### config.mk
export PLATFORM = sky130hd
export DESIGN_NAME = peripheral_mpram_ahb_master
export DESIGN_NICKNAME = d
export VERILOG_FILES = /design/src/rtl/peripheral_ahb_pkg.sv /design/src/rtl/peripheral_mpram_ahb_master.sv
export SDC_FILE = /design/constraint.sdc
export NUM_CORES = 1
export LEC_CHECK = 0
export BUFFER_PORTS_ARGS = -buffer_cell sky130_fd_sc_hd__buf_2
export CAP_MARGIN = 20
export CELL_PAD_IN_SITES_DETAIL_PLACEMENT = 0
export CELL_PAD_IN_SITES_GLOBAL_PLACEMENT = 1
export CORE_ASPECT_RATIO = 1.5
export CORE_MARGIN = 2
export CORE_UTILIZATION = 31
export DETAILED_ROUTE_END_ITERATION = 16
export PLACE_DENSITY = 0.84
export SLEW_MARGIN = 20
export SYNTH_ARGS = -nofsm -noshare
export SYNTH_HDL_FRONTEND = slang
export SYNTH_SLANG_ARGS = --single-unit
### constraint.sdc
create_clock -name HCLK -period 1.19 [get_ports HCLK]
set_clock_uncertainty 0.05 [all_clocks]
set_input_delay 0.119 -clock HCLK [delete_from_list [all_inputs] [get_ports HCLK]]
set_output_delay 0.119 -clock HCLK [all_outputs]
set_load 0.02 [all_outputs]
### src/rtl/peripheral_ahb_pkg.sv
// Shared AHB-Lite encodings and the master address-phase state type.
package peripheral_ahb_pkg;

    localparam logic [1:0] HTRANS_IDLE   = 2'b00;
    localparam logic [1:0] HTRANS_BUSY   = 2'b01;
    localparam logic [1:0] HTRANS_NONSEQ = 2'b10;
    localparam logic [1:0] HTRANS_SEQ    = 2'b11;

    localparam logic [2:0] HSIZE_BYTE  = 3'b000;
    localparam logic [2:0] HSIZE_HWORD = 3'b001;
    localparam logic [2:0] HSIZE_WORD  = 3'b010;
    localparam logic [2:0] HSIZE_DWORD = 3'b011;

    localparam logic [2:0] HBURST_SINGLE = 3'b000;

    typedef enum logic [1:0] {
        AP_IDLE   = 2'b00,
        AP_NONSEQ = 2'b01,
        AP_HOLD   = 2'b10
    } ap_state_t;

    // True when a request is too wide for the bus or misaligned for its size.
    function automatic logic req_illegal(input logic [2:0] size, input logic [2:0] max_size,
                                         input logic [2:0] addr_lo);
        logic [2:0] mask;
        if (size > max_size) return 1'b1;
        // size <= 3 here; 1 << 3 wraps to 0 so the mask becomes 3'b111
        mask = (3'd1 << size) - 3'd1;
        return (addr_lo & mask) != 3'd0;
    endfunction

endpackage

### src/rtl/peripheral_mpram_ahb_master.sv
// Pipelined single-transfer AHB-Lite master that feeds the mpram slave point to point.
module peripheral_mpram_ahb_master
    import peripheral_ahb_pkg::*;
#(
    parameter int unsigned PLEN        = 8,
    parameter int unsigned XLEN        = 32,
    parameter logic [3:0]  HPROT_VALUE = 4'b0011
) (
    input  logic            HCLK,
    input  logic            HRESET,
    input  logic            req_valid,
    output logic            req_ready,
    input  logic [PLEN-1:0] req_addr,
    input  logic            req_we,
    input  logic [2:0]      req_size,
    input  logic [XLEN-1:0] req_wdata,
    output logic            rsp_valid,
    output logic [XLEN-1:0] rsp_rdata,
    output logic            rsp_err,
    output logic            HSEL,
    output logic [PLEN-1:0] HADDR,
    output logic [XLEN-1:0] HWDATA,
    output logic            HWRITE,
    output logic [2:0]      HSIZE,
    output logic [2:0]      HBURST,
    output logic [3:0]      HPROT,
    output logic [1:0]      HTRANS,
    output logic            HMASTLOCK,
    output logic            HREADY,
    input  logic [XLEN-1:0] HRDATA,
    input  logic            HREADYOUT,
    input  logic            HRESP
);

    localparam logic [2:0] MaxSize = (XLEN == 64) ? HSIZE_DWORD : HSIZE_WORD;

    ap_state_t       ap_state;
    logic [XLEN-1:0] ap_wdata;   // write data riding with the request in the address phase
    logic            dp_pending;
    logic            dp_write;

    logic bad_req;
    logic outstanding;
    logic accept;
    logic issue;
    logic reject;
    logic ap_done;
    logic err_cycle1;

    assign HBURST    = HBURST_SINGLE;
    assign HMASTLOCK = 1'b0;
    assign HPROT     = HPROT_VALUE;
    assign HREADY    = HREADYOUT;

    // Acceptance and bus-phase qualifiers.
    always_comb begin
        bad_req     = req_illegal(req_size, MaxSize, req_addr[2:0]);
        outstanding = (ap_state != AP_IDLE) || dp_pending;
        // Rejects wait for an empty pipe so their response cannot overtake a real one
        req_ready   = ((ap_state == AP_IDLE) || HREADYOUT) && (ap_state != AP_HOLD) && !HRESET
                      && (!bad_req || !outstanding);
        accept      = req_valid && req_ready;
        issue       = accept && !bad_req;
        reject      = accept && bad_req;
        ap_done     = (HTRANS == HTRANS_NONSEQ) && HREADYOUT;
        err_cycle1  = dp_pending && HRESP && !HREADYOUT;
    end

    // Address-phase FSM with registered address/control outputs.
    always_ff @(posedge HCLK) begin
        if (HRESET) begin
            ap_state <= AP_IDLE;
            HTRANS   <= HTRANS_IDLE;
            HSEL     <= 1'b0;
            HADDR    <= '0;
            HWRITE   <= 1'b0;
            HSIZE    <= 3'd0;
            ap_wdata <= '0;
        end else begin
            unique case (ap_state)
                AP_IDLE: begin
                    if (issue) begin
                        ap_state <= AP_NONSEQ;
                        HTRANS   <= HTRANS_NONSEQ;
                        HSEL     <= 1'b1;
                        HADDR    <= req_addr;
                        HWRITE   <= req_we;
                        HSIZE    <= req_size;
                        ap_wdata <= req_wdata;
                    end
                end
                AP_NONSEQ: begin
                    if (err_cycle1) begin
                        // Cancel the queued address phase; it is replayed after the error
                        ap_state <= AP_HOLD;
                        HTRANS   <= HTRANS_IDLE;
                        HSEL     <= 1'b0;
                    end else if (HREADYOUT) begin
                        if (issue) begin
                            HADDR    <= req_addr;
                            HWRITE   <= req_we;
                            HSIZE    <= req_size;
                            ap_wdata <= req_wdata;
                        end else begin
                            ap_state <= AP_IDLE;
                            HTRANS   <= HTRANS_IDLE;
                            HSEL     <= 1'b0;
                        end
                    end
                end
                AP_HOLD: begin
                    if (HREADYOUT) begin
                        ap_state <= AP_NONSEQ;
                        HTRANS   <= HTRANS_NONSEQ;
                        HSEL     <= 1'b1;
                    end
                end
                default: begin
                    ap_state <= AP_IDLE;
                    HTRANS   <= HTRANS_IDLE;
                    HSEL     <= 1'b0;
                end
            endcase
        end
    end

    // Data-phase tracking: HWDATA is loaded as the address phase completes and held.
    always_ff @(posedge HCLK) begin
        if (HRESET) begin
            dp_pending <= 1'b0;
            dp_write   <= 1'b0;
            HWDATA     <= '0;
        end else if (ap_done) begin
            dp_pending <= 1'b1;
            dp_write   <= HWRITE;
            HWDATA     <= ap_wdata;
        end else if (HREADYOUT) begin
            dp_pending <= 1'b0;
        end
    end

    // One-cycle response pulse for bus completions and local rejects.
    always_ff @(posedge HCLK) begin
        if (HRESET) begin
            rsp_valid <= 1'b0;
            rsp_err   <= 1'b0;
            rsp_rdata <= '0;
        end else if (dp_pending && HREADYOUT) begin
            rsp_valid <= 1'b1;
            rsp_err   <= HRESP;
            rsp_rdata <= dp_write ? '0 : HRDATA;
        end else if (reject) begin
            rsp_valid <= 1'b1;
            rsp_err   <= 1'b1;
            rsp_rdata <= '0;
        end else begin
            rsp_valid <= 1'b0;
            rsp_err   <= 1'b0;
            rsp_rdata <= '0;
        end
    end

endmodule

# Word level (Yosys, flattened, before mapping)
# Index checks and enable logic that the tools add are counted.
# op_classes
n_lt_le_gt_ge	1
mux	40
shift	1
bitwise	2
n_reduce_logical	25
n_addsub	1
n_eq_ne	10
# op_table
cell	n
$mux 32	3
$pmux 32 s2	1
$mux 8	3
$mux 1	16
$mux 2	8
$pmux 8 s2	1
$pmux 2 s3	2
$logic_and 1x1->1	10
$ne 2x2->1 const B	5
$mux 3	3
$ne 3x3->1 const B	2
$pmux 3 s2	1
$reduce_bool 2->1	3
$eq 2x2->1 const B	2
$logic_not 1->1	4
$reduce_and 4->1	1
$and 3x3->3	1
$gt 3x2->1 const B	1
$logic_or 1x1->1	3
$pmux 1 s3	1
$reduce_and 3->1	1
$reduce_bool 3->1	1
$reduce_or 3->1	1
$shl 1x3->3 const A	1
5 further kinds	5
# totals
in_bits	81
elab_cells	93
register_bits	117
output_inout_bits	91

# Depth between registers and ports, before layout
# Gate-level depths: netlist (run 1).
# logic_depth
depth_word	14
mapped_depth	7
ltp_nobuf	4

# Least setup slack after synthesis (run 1)
# Ideal clock, no wire load.
# synth_path
path_kind	flip-flop to flip-flop
start	register HTRANS[1]
end	register dp_write
path_stages_with_launch	6
synth_period_minus_slack_ps	1330
required_ps	1070
setup_ps	70
arrival_ps	1210
n_path_buf	2
slack_ps	-140
cell_sequence	dfxtp_1 -> and2_1 -> buf_2 -> clkbuf_1 -> nand2_1 -> a21oi_1
# synth_between
elab_chain_len	2
# synth_rtl
element	line_no	source
start, declared	peripheral_mpram_ahb_master.sv:27	output logic [1:0] HTRANS,
start signal, assigned	peripheral_mpram_ahb_master.sv:73	HTRANS <= HTRANS_IDLE;
start signal, assigned	peripheral_mpram_ahb_master.sv:84	HTRANS <= HTRANS_NONSEQ;
start signal, assigned	peripheral_mpram_ahb_master.sv:96	HTRANS <= HTRANS_IDLE;
$eq 2x2->1	peripheral_mpram_ahb_master.sv:65	ap_done = (HTRANS == HTRANS_NONSEQ) && HREADYOUT;
$logic_and 1x1->1	peripheral_mpram_ahb_master.sv:65	
end signal, assigned	peripheral_mpram_ahb_master.sv:131	dp_write <= 1'b0;
end signal, assigned	peripheral_mpram_ahb_master.sv:135	dp_write <= HWRITE;
end, declared	peripheral_mpram_ahb_master.sv:40	logic dp_write;
# No other way between the ends.
# A chain may end at the register's enable or synchronous reset.

# Worst setup path after layout (run 1)
# layout_path
start	register ap_state[0]
end	output port req_ready
# layout_between
elab_chain_len	5
elab_cells_between_ends	10
cone_classes	eq/ne: 1; reduce/logical: 9
# layout_rtl
element	line_no	source
start, declared	peripheral_mpram_ahb_master.sv:37	ap_state_t ap_state;
start signal, assigned	peripheral_mpram_ahb_master.sv:72	ap_state <= AP_IDLE;
start signal, assigned	peripheral_mpram_ahb_master.sv:83	ap_state <= AP_NONSEQ;
start signal, assigned	peripheral_mpram_ahb_master.sv:95	ap_state <= AP_HOLD;
$logic_not 2->1 / $reduce_bool 2->1 (equally long branches)	peripheral_mpram_ahb_master.sv:60, peripheral_mpram_ahb_master.sv:58	
$logic_or 1x1->1, on equally long branches	peripheral_mpram_ahb_master.sv:60, peripheral_mpram_ahb_master.sv:58	
$logic_and 1x1->1 / $logic_not 1->1 (equally long branches)	peripheral_mpram_ahb_master.sv:60, peripheral_mpram_ahb_master.sv:61	
$logic_and 1x1->1 / $logic_or 1x1->1 (equally long branches)	peripheral_mpram_ahb_master.sv:60, peripheral_mpram_ahb_master.sv:61	
$logic_and 1x1->1 *	peripheral_mpram_ahb_master.sv:61	&& (!bad_req || !outstanding);
end, declared	peripheral_mpram_ahb_master.sv:12	output logic req_ready,
# Mark *: on every way between the ends. The rest lies on a longest branch, timed or not.

==> flow_summary.html, run 1 <==
<table>
<tr><th>Metric</th><th>Value</th></tr>
<tr><th colspan="2">Timing</th></tr>
<tr><td>Unrepaired setup endpoints after global routing</td><td>true</td></tr>
<tr><td>Tmin final</td><td>1490 ps</td></tr>
<tr><td>Max-slew violation count</td><td>0</td></tr>
<tr><td>Setup-failing EPs final</td><td>11</td></tr>
<tr><td>Final Cycle Share</td><td>125%</td></tr>
<tr><td>Peak Freq</td><td>0.673 GHz</td></tr>
<tr><td>Final setup margin</td><td>-295 ps</td></tr>
<tr><td>Hold slack final</td><td>28.1 ps</td></tr>
<tr><td>Number of hold violations in the final report</td><td>0</td></tr>
<tr><th colspan="2">Synthesis</th></tr>
<tr><td>Main area contributors after synthesis</td><td>sky130_fd_sc_hd__dfxtp_1 (56%), sky130_fd_sc_hd__a21oi_1 (10%), sky130_fd_sc_hd__nand2_1 (6.6%)</td></tr>
<tr><td>Distinct cell type count after synthesis</td><td>28</td></tr>
<tr><td>Number of instances in the synthesized netlist</td><td>472</td></tr>
<tr><td>Post-synthesis sequential area ratio</td><td>55.8%</td></tr>
<tr><td>Register bit count reported by yosys</td><td>115</td></tr>
<tr><td>Number of warnings issued by yosys</td><td>0</td></tr>
<tr><td>Mean Syn Cell Area</td><td>8.73 um2</td></tr>
<tr><td>Post-synthesis cell area</td><td>0.00412 mm2</td></tr>
<tr><td>Library cell occupying the most area in the post-synthesis netlist</td><td>sky130_fd_sc_hd__dfxtp_1</td></tr>
<tr><td>Area share of the leading cell type in the synthesized netlist</td><td>55.8%</td></tr>
<tr><th colspan="2">Setup path</th></tr>
<tr><td>Endpoint required time on the critical path</td><td>1020 ps</td></tr>
<tr><td>Worst R2R Start</td><td>ap_state[0]</td></tr>
<tr><td>Cell Chain, Critical Path</td><td>buf_6, nand2_4, a21oi_2, a21oi_2, nor2_2, buf_6</td></tr>
<tr><td>Critical path startpoint category</td><td>flop</td></tr>
<tr><td>CP max stage delay</td><td>330 ps</td></tr>
<tr><td>Endpoint class of the critical path</td><td>output pin</td></tr>
<tr><td>Worst-path maximum fanout</td><td>3</td></tr>
<tr><td>Kind of critical path</td><td>flop to output pin</td></tr>
<tr><td>Highest-delay cell along the critical path</td><td>sky130_fd_sc_hd__dfxtp_2</td></tr>
<tr><td>Arrival time at the worst endpoint</td><td>1320 ps</td></tr>
<tr><td>First element of the critical path</td><td>ap_state[0]</td></tr>
<tr><th colspan="2">Worst hold path</th></tr>
<tr><td>Min-delay src</td><td>HREADYOUT</td></tr>
<tr><td>Min-delay worst type</td><td>primary input to flop</td></tr>
<tr><th colspan="2">Pwr</th></tr>
<tr><td>Total design power</td><td>0.0101 W</td></tr>
<tr><td>Cell leakage power</td><td>2.91 nW</td></tr>
<tr><td>Net switching component of the power</td><td>0.00231 W</td></tr>
<tr><td>Clock network power share</td><td>51.2%</td></tr>
<tr><td>Sw frac</td><td>23.0%</td></tr>
<tr><td>Flop pwr share</td><td>39.2%</td></tr>
<tr><td>Share of power burned in combinational logic</td><td>9.6%</td></tr>
<tr><td>Cell-internal power</td><td>0.00774 W</td></tr>
<tr><td>Worst voltage drop across the vdd grid</td><td>0.845 mV</td></tr>
<tr><td>Total power density per cell area</td><td>1500 mW/mm2</td></tr>
<tr><th colspan="2">Routing</th></tr>
<tr><td>Detailed-route via count</td><td>4228</td></tr>
<tr><td>Number of search-and-repair iterations in the first detailed-routing pass</td><td>5</td></tr>
<tr><td>Number of vias per cell after detailed routing</td><td>4.77</td></tr>
<tr><td>DRC violations left</td><td>0</td></tr>
<tr><td>Avg WL per Cell</td><td>14.4 um</td></tr>
<tr><td>Final Routed Wirelength</td><td>12800 um</td></tr>
<tr><td>Post-route antenna net violation count</td><td>0</td></tr>
<tr><td>Initial DRC count</td><td>156</td></tr>
<tr><th colspan="2">Placement</th></tr>
<tr><td>Port Buffer Count</td><td>162</td></tr>
<tr><td>Estimated wirelength of the detail-placed design</td><td>7930 um</td></tr>
<tr><td>Dpl ws</td><td>-266 ps</td></tr>
<tr><td>Area after DPL</td><td>0.00528 mm2</td></tr>
<tr><td>Final weighted congestion in routability-driven placement</td><td>0.776</td></tr>
<tr><td>Placed Cells</td><td>779</td></tr>
<tr><th colspan="2">Global routing</th></tr>
<tr><td>Wire length of the first global-routing pass</td><td>20500 um</td></tr>
<tr><td>Via count of the first global-routing pass</td><td>4331</td></tr>
<tr><td>Global Route Usage Sum</td><td>17.9%</td></tr>
<tr><td>Total congestion overflow after global routing</td><td>0</td></tr>
<tr><td>Largest net degree at the start of global routing</td><td>44</td></tr>
<tr><td>Number of antenna violations at the first check in global routing</td><td>0</td></tr>
<tr><th colspan="2">Floorplan</th></tr>
<tr><td>Top-level I/O count</td><td>172</td></tr>
<tr><td>Area enclosed by the die boundary</td><td>0.0143 mm2</td></tr>
<tr><td>Initial core utilization</td><td>31.7%</td></tr>
<tr><td>Die boundary width</td><td>98.2 um</td></tr>
<tr><td>Number of placement rows</td><td>51</td></tr>
<tr><td>Die Y-Extent</td><td>145 um</td></tr>
<tr><td>CORE AREA</td><td>0.0130 mm2</td></tr>
<tr><th colspan="2">Clock tree</th></tr>
<tr><td>Number of buffers on the longest clock path</td><td>2</td></tr>
<tr><td>Clock Sink Count</td><td>115</td></tr>
<tr><td>Maximum level of the CTS H-tree</td><td>4</td></tr>
<tr><td>Clock tree from TritonCTS</td><td>yes</td></tr>
<tr><td>Clock buffers created by TritonCTS</td><td>17</td></tr>
<tr><td>Clock input transition at the sequential cells of the worst setup and hold paths</td><td>60 ps</td></tr>
<tr><td>Clock root cell</td><td>sky130_fd_sc_hd__clkbuf_16</td></tr>
<tr><td>Clock insertion delay at the later pin of the skew report</td><td>420 ps</td></tr>
<tr><th colspan="2">Job</th></tr>
<tr><td>Max capacitance violation total</td><td>0</td></tr>
<tr><th colspan="2">Layout</th></tr>
<tr><td>Post-route cell area</td><td>0.00672 mm2</td></tr>
<tr><td>Share of final-layout standard cells stronger than drive strength 1</td><td>34.1%</td></tr>
<tr><td>Final net count</td><td>796</td></tr>
<tr><td>Diode count</td><td>0</td></tr>
<tr><td>Filler-free cell count of the finished design</td><td>887</td></tr>
<tr><td>Area growth from synthesis to layout</td><td>63.0%</td></tr>
<tr><th colspan="2">Outcome</th></tr>
<tr><td>Result of the run</td><td>complete, but fails checks</td></tr>
<tr><td>Failing checks</td><td>setup timing</td></tr>
</table>
power by group through the flow:
stage	combinational, W	clock [W]	sequential, W
6_report	0.000965	0.00515	0.00394
5_1_grt	0.00104	0.00541	0.00394
4_1_cts	0.000936	0.00526	0.00394
3_5_place_dp	0.000731	0	0.00402
3_3_place_gp	0.000721	0	0.00402
2_1_floorplan	0.000365	0	0.00405
stage by stage:
step           TNS, ps  utilization (%)
2_1_floorplan    -24.0                -
3_3_place_gp     -7720             40.6
3_5_place_dp     -9920             40.6
4_1_cts           -349             51.2
5_1_grt          -3750             51.6
6_report          -371             51.6
synth_stat cells:
cell and instances:
sky130_fd_sc_hd__a211o_2 1, sky130_fd_sc_hd__a21o_1 1, sky130_fd_sc_hd__a21oi_1 85, sky130_fd_sc_hd__a22o_1 2, sky130_fd_sc_hd__and2_1 34, sky130_fd_sc_hd__buf_1 1
sky130_fd_sc_hd__buf_2 6, sky130_fd_sc_hd__buf_4 14, sky130_fd_sc_hd__buf_6 4, sky130_fd_sc_hd__clkbuf_1 17, sky130_fd_sc_hd__clkbuf_2 8, sky130_fd_sc_hd__conb_1 2
sky130_fd_sc_hd__dfxtp_1 115, sky130_fd_sc_hd__mux2i_1 1, sky130_fd_sc_hd__nand2_1 72, sky130_fd_sc_hd__nand2b_1 3, sky130_fd_sc_hd__nand3_1 44, sky130_fd_sc_hd__nand4_1 1
sky130_fd_sc_hd__nor2_1 5, sky130_fd_sc_hd__nor2_2 1, sky130_fd_sc_hd__nor2b_1 2, sky130_fd_sc_hd__nor3_1 1, sky130_fd_sc_hd__nor3_2 2, sky130_fd_sc_hd__nor3b_1 1
sky130_fd_sc_hd__o21a_1 2, sky130_fd_sc_hd__o21ai_0 45, sky130_fd_sc_hd__o21ai_2 1, sky130_fd_sc_hd__or4_1 1
sequential cells by signal, summed over array words and instances (netlist names):
| name | count |
|---|---|
| HADDR | 8 |
| HSIZE | 3 |
| HTRANS | 1 |
| HWDATA | 32 |
| HWRITE | 1 |
| ap_state | 2 |
| ap_wdata | 32 |
| dp_pending | 1 |
| dp_write | 1 |
| rsp_err | 1 |
| rsp_rdata | 32 |
| rsp_valid | 1 |
placed cells by master (no fill, tap or decap), drive strengths merged, types with 9 or more instances in the layout:
master	n
conb	9
nand2	72
a21oi	85
dfxtp	115
buf	192
clkbuf	20
nand3	44
o21ai	46
and2	34
dlygate4sd3	74
logic make-up after synthesis:
| kind of cell | count (synthesis) | synth area share [%] |
|---|---|---|
| other | 2 | 0.182 |
| AOI/OAI and AO/OA | 137 | 17.2 |
| muxes | 1 | 0.243 |
| DFF | 115 | 55.8 |
| buffers and inverters | 50 | 6.98 |
| and+or+nand+nor | 167 | 19.5 |
final cells by class:
class                      instances  area (um2)
fill                            1226        6300
timing repair buffer             267        1980
sequential                       115        2310
clock buffer                      19         443
multi-input combinational        314        1630
clock inverter                    13         159
tap                              159         199
worst paths after layout:
check	to	slack, ps	depth (start not counted)
min	ap_state[1]	30	3
max reg2reg	ap_wdata[21]	-20	5
max	req_ready	-300	6
min reg2reg	HWDATA[21]	390	2
per-layer routing:
| metal | share of wire [%] | global-route usage (%) | up-vias | wire [um] |
|---|---|---|---|---|
| met1 | 38 | 18.4 | 1993 | 4930 |
| met4 | 1.7 | 8.22 | 0 | 223 |
| met5 | 0 | 0 | - | 0 |
| met2 | 55 | 33.0 | 157 | 7000 |
| li1 | - | - | 2059 | - |
| met3 | 5.1 | 5.01 | 19 | 659 |
worst max-delay path: cells and delay by family (launching register included):
| family | cells | cell delay (ps) |
|---|---|---|
| AOI/OAI and AO/OA | 2 | 160 |
| buffers and inverters | 2 | 250 |
| DFF | 1 | 330 |
| and+or+nand+nor | 2 | 150 |
what timing repair did:
action                                  CTS  global route
hold buffers                             74             0
pin swaps                                 1             0
hold endpoints to repair                 74             0
endpoints found under the setup margin    5            91
setup buffers                             1             0
gates resized for setup                  11            28
gates cloned                              0             1
Note: power is estimated with default switching activity, not from simulation.
==> inputs of run 2 (changes only) <==
PLACE_DENSITY = 0.83   (was 0.84)
==> run 2 against run 1 <==
Effect of this change: the flow still finishes with violations (setup timing); sequential share of layout area is 0.070 points lower; wire length is 2.9% higher; critical path depth did not move.
==> flow_summary.html, run 2 (synthesis gave the netlist of run 1 again) <==
<table>
<tr><th>Metric</th><th>Value</th></tr>
<tr><th colspan="2">Global routing</th></tr>
<tr><td>Wire length of the first global-routing pass</td><td>21100 um (was 20500 um)</td></tr>
<tr><td>Via count of the first global-routing pass</td><td>4470 (was 4331)</td></tr>
<tr><td>Largest net degree at the start of global routing</td><td>44 (unchanged)</td></tr>
<tr><td>Global Route Usage Sum</td><td>18.5% (was 17.9%)</td></tr>
<tr><td>Total congestion overflow after global routing</td><td>0 (unchanged)</td></tr>
<tr><td>Number of antenna violations at the first check in global routing</td><td>0 (unchanged)</td></tr>
<tr><th colspan="2">Clock tree</th></tr>
<tr><td>Maximum level of the CTS H-tree</td><td>4 (unchanged)</td></tr>
<tr><td>Number of buffers on the longest clock path</td><td>2 (unchanged)</td></tr>
<tr><td>Clock input transition at the sequential cells of the worst setup and hold paths</td><td>50 ps (was 60 ps)</td></tr>
<tr><td>Clock insertion delay at the later pin of the skew report</td><td>400 ps (was 420 ps)</td></tr>
<tr><td>Clock buffers created by TritonCTS</td><td>17 (unchanged)</td></tr>
<tr><td>Clock root cell</td><td>sky130_fd_sc_hd__clkbuf_16 (unchanged)</td></tr>
<tr><td>Clock tree from TritonCTS</td><td>yes (unchanged)</td></tr>
<tr><td>Clock Sink Count</td><td>115 (unchanged)</td></tr>
<tr><th colspan="2">Routing</th></tr>
<tr><td>DRC violations left</td><td>0 (unchanged)</td></tr>
<tr><td>Post-route antenna net violation count</td><td>0 (unchanged)</td></tr>
<tr><td>Met3 wire len</td><td>758 um (was 659 um)</td></tr>
<tr><td>Number of search-and-repair iterations in the first detailed-routing pass</td><td>6 (was 5)</td></tr>
<tr><td>Final Routed Wirelength</td><td>13200 um (was 12800 um)</td></tr>
<tr><td>Met2 WL post-DR</td><td>7030 um (was 7000 um)</td></tr>
<tr><td>Initial DRC count</td><td>162 (was 156)</td></tr>
<tr><td>Detailed-route via count</td><td>4231 (was 4228)</td></tr>
<tr><td>Highest metal used</td><td>met4 (unchanged)</td></tr>
<tr><td>Detailed-route wire length on metal 1</td><td>4980 um (was 4930 um)</td></tr>
<tr><td>Number of vias per cell after detailed routing</td><td>4.77 (about the same)</td></tr>
<tr><td>Avg WL per Cell</td><td>14.9 um (was 14.4 um)</td></tr>
<tr><th colspan="2">Timing</th></tr>
<tr><td>Final setup margin</td><td>-296 ps (was -295 ps)</td></tr>
<tr><td>Tmin final</td><td>1490 ps (about the same)</td></tr>
<tr><td>Final Cycle Share</td><td>125% (about the same)</td></tr>
<tr><td>Number of hold violations in the final report</td><td>0 (unchanged)</td></tr>
<tr><td>Peak Freq</td><td>0.673 GHz (about the same)</td></tr>
<tr><td>Setup-failing EPs final</td><td>46 (was 11)</td></tr>
<tr><td>Max-slew violation count</td><td>0 (unchanged)</td></tr>
<tr><td>Final-layout setup total negative slack</td><td>-3130 ps (was -371 ps)</td></tr>
<tr><td>Unrepaired setup endpoints after global routing</td><td>true (unchanged)</td></tr>
<tr><th colspan="2">Floorplan</th></tr>
<tr><td>Die boundary width</td><td>98.2 um (unchanged)</td></tr>
<tr><td>Number of placement rows</td><td>51 (unchanged)</td></tr>
<tr><td>Die Y-Extent</td><td>145 um (unchanged)</td></tr>
<tr><td>Initial core utilization</td><td>31.7% (unchanged)</td></tr>
<tr><td>Top-level I/O count</td><td>172 (unchanged)</td></tr>
<tr><td>CORE AREA</td><td>0.0130 mm2 (unchanged)</td></tr>
<tr><td>Area enclosed by the die boundary</td><td>0.0143 mm2 (unchanged)</td></tr>
<tr><th colspan="2">Layout</th></tr>
<tr><td>Fill count</td><td>1227 (was 1226)</td></tr>
<tr><td>Final net count</td><td>796 (unchanged)</td></tr>
<tr><td>Diode count</td><td>0 (unchanged)</td></tr>
<tr><td>Share of final-layout standard cells stronger than drive strength 1</td><td>33.4% (was 34.1%)</td></tr>
<tr><td>Commonest cells after routing, fill and taps aside</td><td>sky130_fd_sc_hd__buf_2 (161), sky130_fd_sc_hd__dfxtp_1 (112), sky130_fd_sc_hd__a21oi_1 (81), sky130_fd_sc_hd__dlygate4sd3_1 (75), sky130_fd_sc_hd__nand2_1 (70) (was sky130_fd_sc_hd__buf_2 (161), sky130_fd_sc_hd__dfxtp_1 (112), sky130_fd_sc_hd__a21oi_1 (78), sky130_fd_sc_hd__dlygate4sd3_1 (74), sky130_fd_sc_hd__nand2_1 (70))</td></tr>
<tr><td>Most frequent standard cell in the layout excluding fill and tap cells</td><td>sky130_fd_sc_hd__buf_2 (unchanged)</td></tr>
<tr><td>Post-route cell area</td><td>0.00673 mm2 (was 0.00672 mm2)</td></tr>
<tr><td>Largest registers in the final layout</td><td>HWDATA (32), ap_wdata (32), rsp_rdata (32) (unchanged)</td></tr>
<tr><td>Filler-free cell count of the finished design</td><td>887 (unchanged)</td></tr>
<tr><td>Area growth from synthesis to layout</td><td>63.3% (was 63.0%)</td></tr>
<tr><th colspan="2">Pwr</th></tr>
<tr><td>Clock network power share</td><td>50.2% (was 51.2%)</td></tr>
<tr><td>Worst voltage drop across the vdd grid</td><td>0.841 mV (was 0.845 mV)</td></tr>
<tr><td>Share of power burned in combinational logic</td><td>10.0% (was 9.6%)</td></tr>
<tr><td>Cell-internal power</td><td>0.00761 W (was 0.00774 W)</td></tr>
<tr><td>Total power density per cell area</td><td>1470 mW/mm2 (was 1500 mW/mm2)</td></tr>
<tr><td>Sw frac</td><td>23.2% (was 23.0%)</td></tr>
<tr><td>Cell leakage power</td><td>2.92 nW (was 2.91 nW)</td></tr>
<tr><td>Flop pwr share</td><td>39.7% (was 39.2%)</td></tr>
<tr><td>Net switching component of the power</td><td>0.00231 W (about the same)</td></tr>
<tr><th colspan="2">Setup path</th></tr>
<tr><td>Worst R2R Start</td><td>ap_state[0] (unchanged)</td></tr>
<tr><td>Buf+Inv Stages, Crit Path</td><td>2 (unchanged)</td></tr>
<tr><td>CP max stage delay</td><td>340 ps (was 330 ps)</td></tr>
<tr><td>Highest-delay cell along the critical path</td><td>sky130_fd_sc_hd__dfxtp_2 (unchanged)</td></tr>
<tr><td>Critical path startpoint category</td><td>flop (unchanged)</td></tr>
<tr><td>Largest delay share family, worst path</td><td>flip-flops (unchanged)</td></tr>
<tr><td>First element of the critical path</td><td>ap_state[0] (unchanged)</td></tr>
<tr><td>Arrival time at the worst endpoint</td><td>1320 ps (about the same)</td></tr>
<tr><td>Cell Chain, Critical Path</td><td>buf_6, nand2_4, a21oi_2, a21oi_2, nor2_2, buf_6 (unchanged)</td></tr>
<tr><td>Endpoint class of the critical path</td><td>output pin (unchanged)</td></tr>
<tr><td>Endpoint required time on the critical path</td><td>1020 ps (about the same)</td></tr>
<tr><td>Worst-path maximum fanout</td><td>4 (was 3)</td></tr>
<tr><td>Kind of critical path</td><td>flop to output pin (unchanged)</td></tr>
<tr><th colspan="2">Placement</th></tr>
<tr><td>Final weighted congestion in routability-driven placement</td><td>0.767 (was 0.776)</td></tr>
<tr><td>Port Buffer Count</td><td>162 (unchanged)</td></tr>
<tr><td>Estimated wirelength of the detail-placed design</td><td>8070 um (was 7930 um)</td></tr>
<tr><td>Placed Cells</td><td>774 (was 779)</td></tr>
<tr><td>Area after DPL</td><td>0.00521 mm2 (was 0.00528 mm2)</td></tr>
<tr><th colspan="2">Outcome</th></tr>
<tr><td>Result of the run</td><td>complete, but fails checks (unchanged)</td></tr>
<tr><td>Failing checks</td><td>setup timing (unchanged)</td></tr>
<tr><th colspan="2">Job</th></tr>
<tr><td>Max capacitance violation total</td><td>0 (unchanged)</td></tr>
<tr><th colspan="2">Worst hold path</th></tr>
<tr><td>Min-delay src</td><td>HREADYOUT (unchanged)</td></tr>
<tr><td>Min-delay worst type</td><td>primary input to flop (unchanged)</td></tr>
</table>
==> run 2: cell count changes in the layout (fill, tap and decap cells not counted), moves of 3 or more <==
cell                      before  now
sky130_fd_sc_hd__o21ai_1      19    1
sky130_fd_sc_hd__a21oi_2       7    4
sky130_fd_sc_hd__buf_4        14   11
sky130_fd_sc_hd__o21ai_0      25   44
sky130_fd_sc_hd__a21oi_1      78   81
==> run 2: metal layers <==
layer / track usage, % / vias to the layer above
li1: - / 2054
met1: 18.9 / 1973
met2: 34.0 / 169
met3: 4.29 / 35
met4: 9.79 / 0
met5: 0 / -
==> run 2: worst register-to-register path, stage by stage, from the launching register on <==
cell,delay (ps)
sky130_fd_sc_hd__dfxtp_2,320
sky130_fd_sc_hd__nand2b_1,140
sky130_fd_sc_hd__nand2_2,90
sky130_fd_sc_hd__buf_12,170
sky130_fd_sc_hd__o21ai_0,310
sky130_fd_sc_hd__a21oi_2,90
==> run 2: final cells by class <==
type                            count  area, um2  area share (%)
Multi-Input combinational cell    314       1620            24.0
Sequential cell                   115       2310            34.3
Clock buffer                       20        457            6.78
Tap cell                          159        199            2.95
Timing Repair Buffer              267       2020            30.1
Clock inverter                     12        131            1.95
==> run 2: final timing paths <==
path                                    end  slack, ps  cells past startpoint
worst min register to register   HWDATA[30]        400                      2
worst max-delay path              req_ready       -300                      6
worst max register to register     HSIZE[0]       -100                      5
worst min-delay path            ap_state[1]         60                      3
==> run 2: what timing repair did <==
action / in CTS / in global routing
hold buffers: 75 / 0
endpoints found under the setup margin: 15 / 104
pin swaps: 1 / 1
setup buffers: 1 / 2
endpoints found under the hold margin: 75 / 0
gates cloned: 2 / 1
resized for setup: 11 / 8
==> run 2: power by group through the flow <==
| stage | clock network [W] | registers (W) | logic [W] |
|---|---|---|---|
| after CTS | 0.00507 | 0.00394 | 0.000945 |
| after floorplan | 0 | 0.00405 | 0.000365 |
| after detailed placement | 0 | 0.00402 | 0.000699 |
| final | 0.00498 | 0.00394 | 0.000995 |
| after global placement | 0 | 0.00402 | 0.000689 |
| after global routing | 0.00525 | 0.00395 | 0.00107 |
==> run 2: per-stage QoR <==
step / setup WS [ps] / total power [W] / utilization (%) / hold slack, ps
global route: -363 / 0.0103 / 51.7 / 65.1
CTS: -297 / 0.00996 / 51.0 / 31.2
floorplan: -24.0 / 0.00442 / - / 191
detailed placement: -241 / 0.00472 / 40.0 / 271
finish: -296 / 0.00992 / 51.7 / 55.9
global placement: -239 / 0.00471 / 40.0 / 268
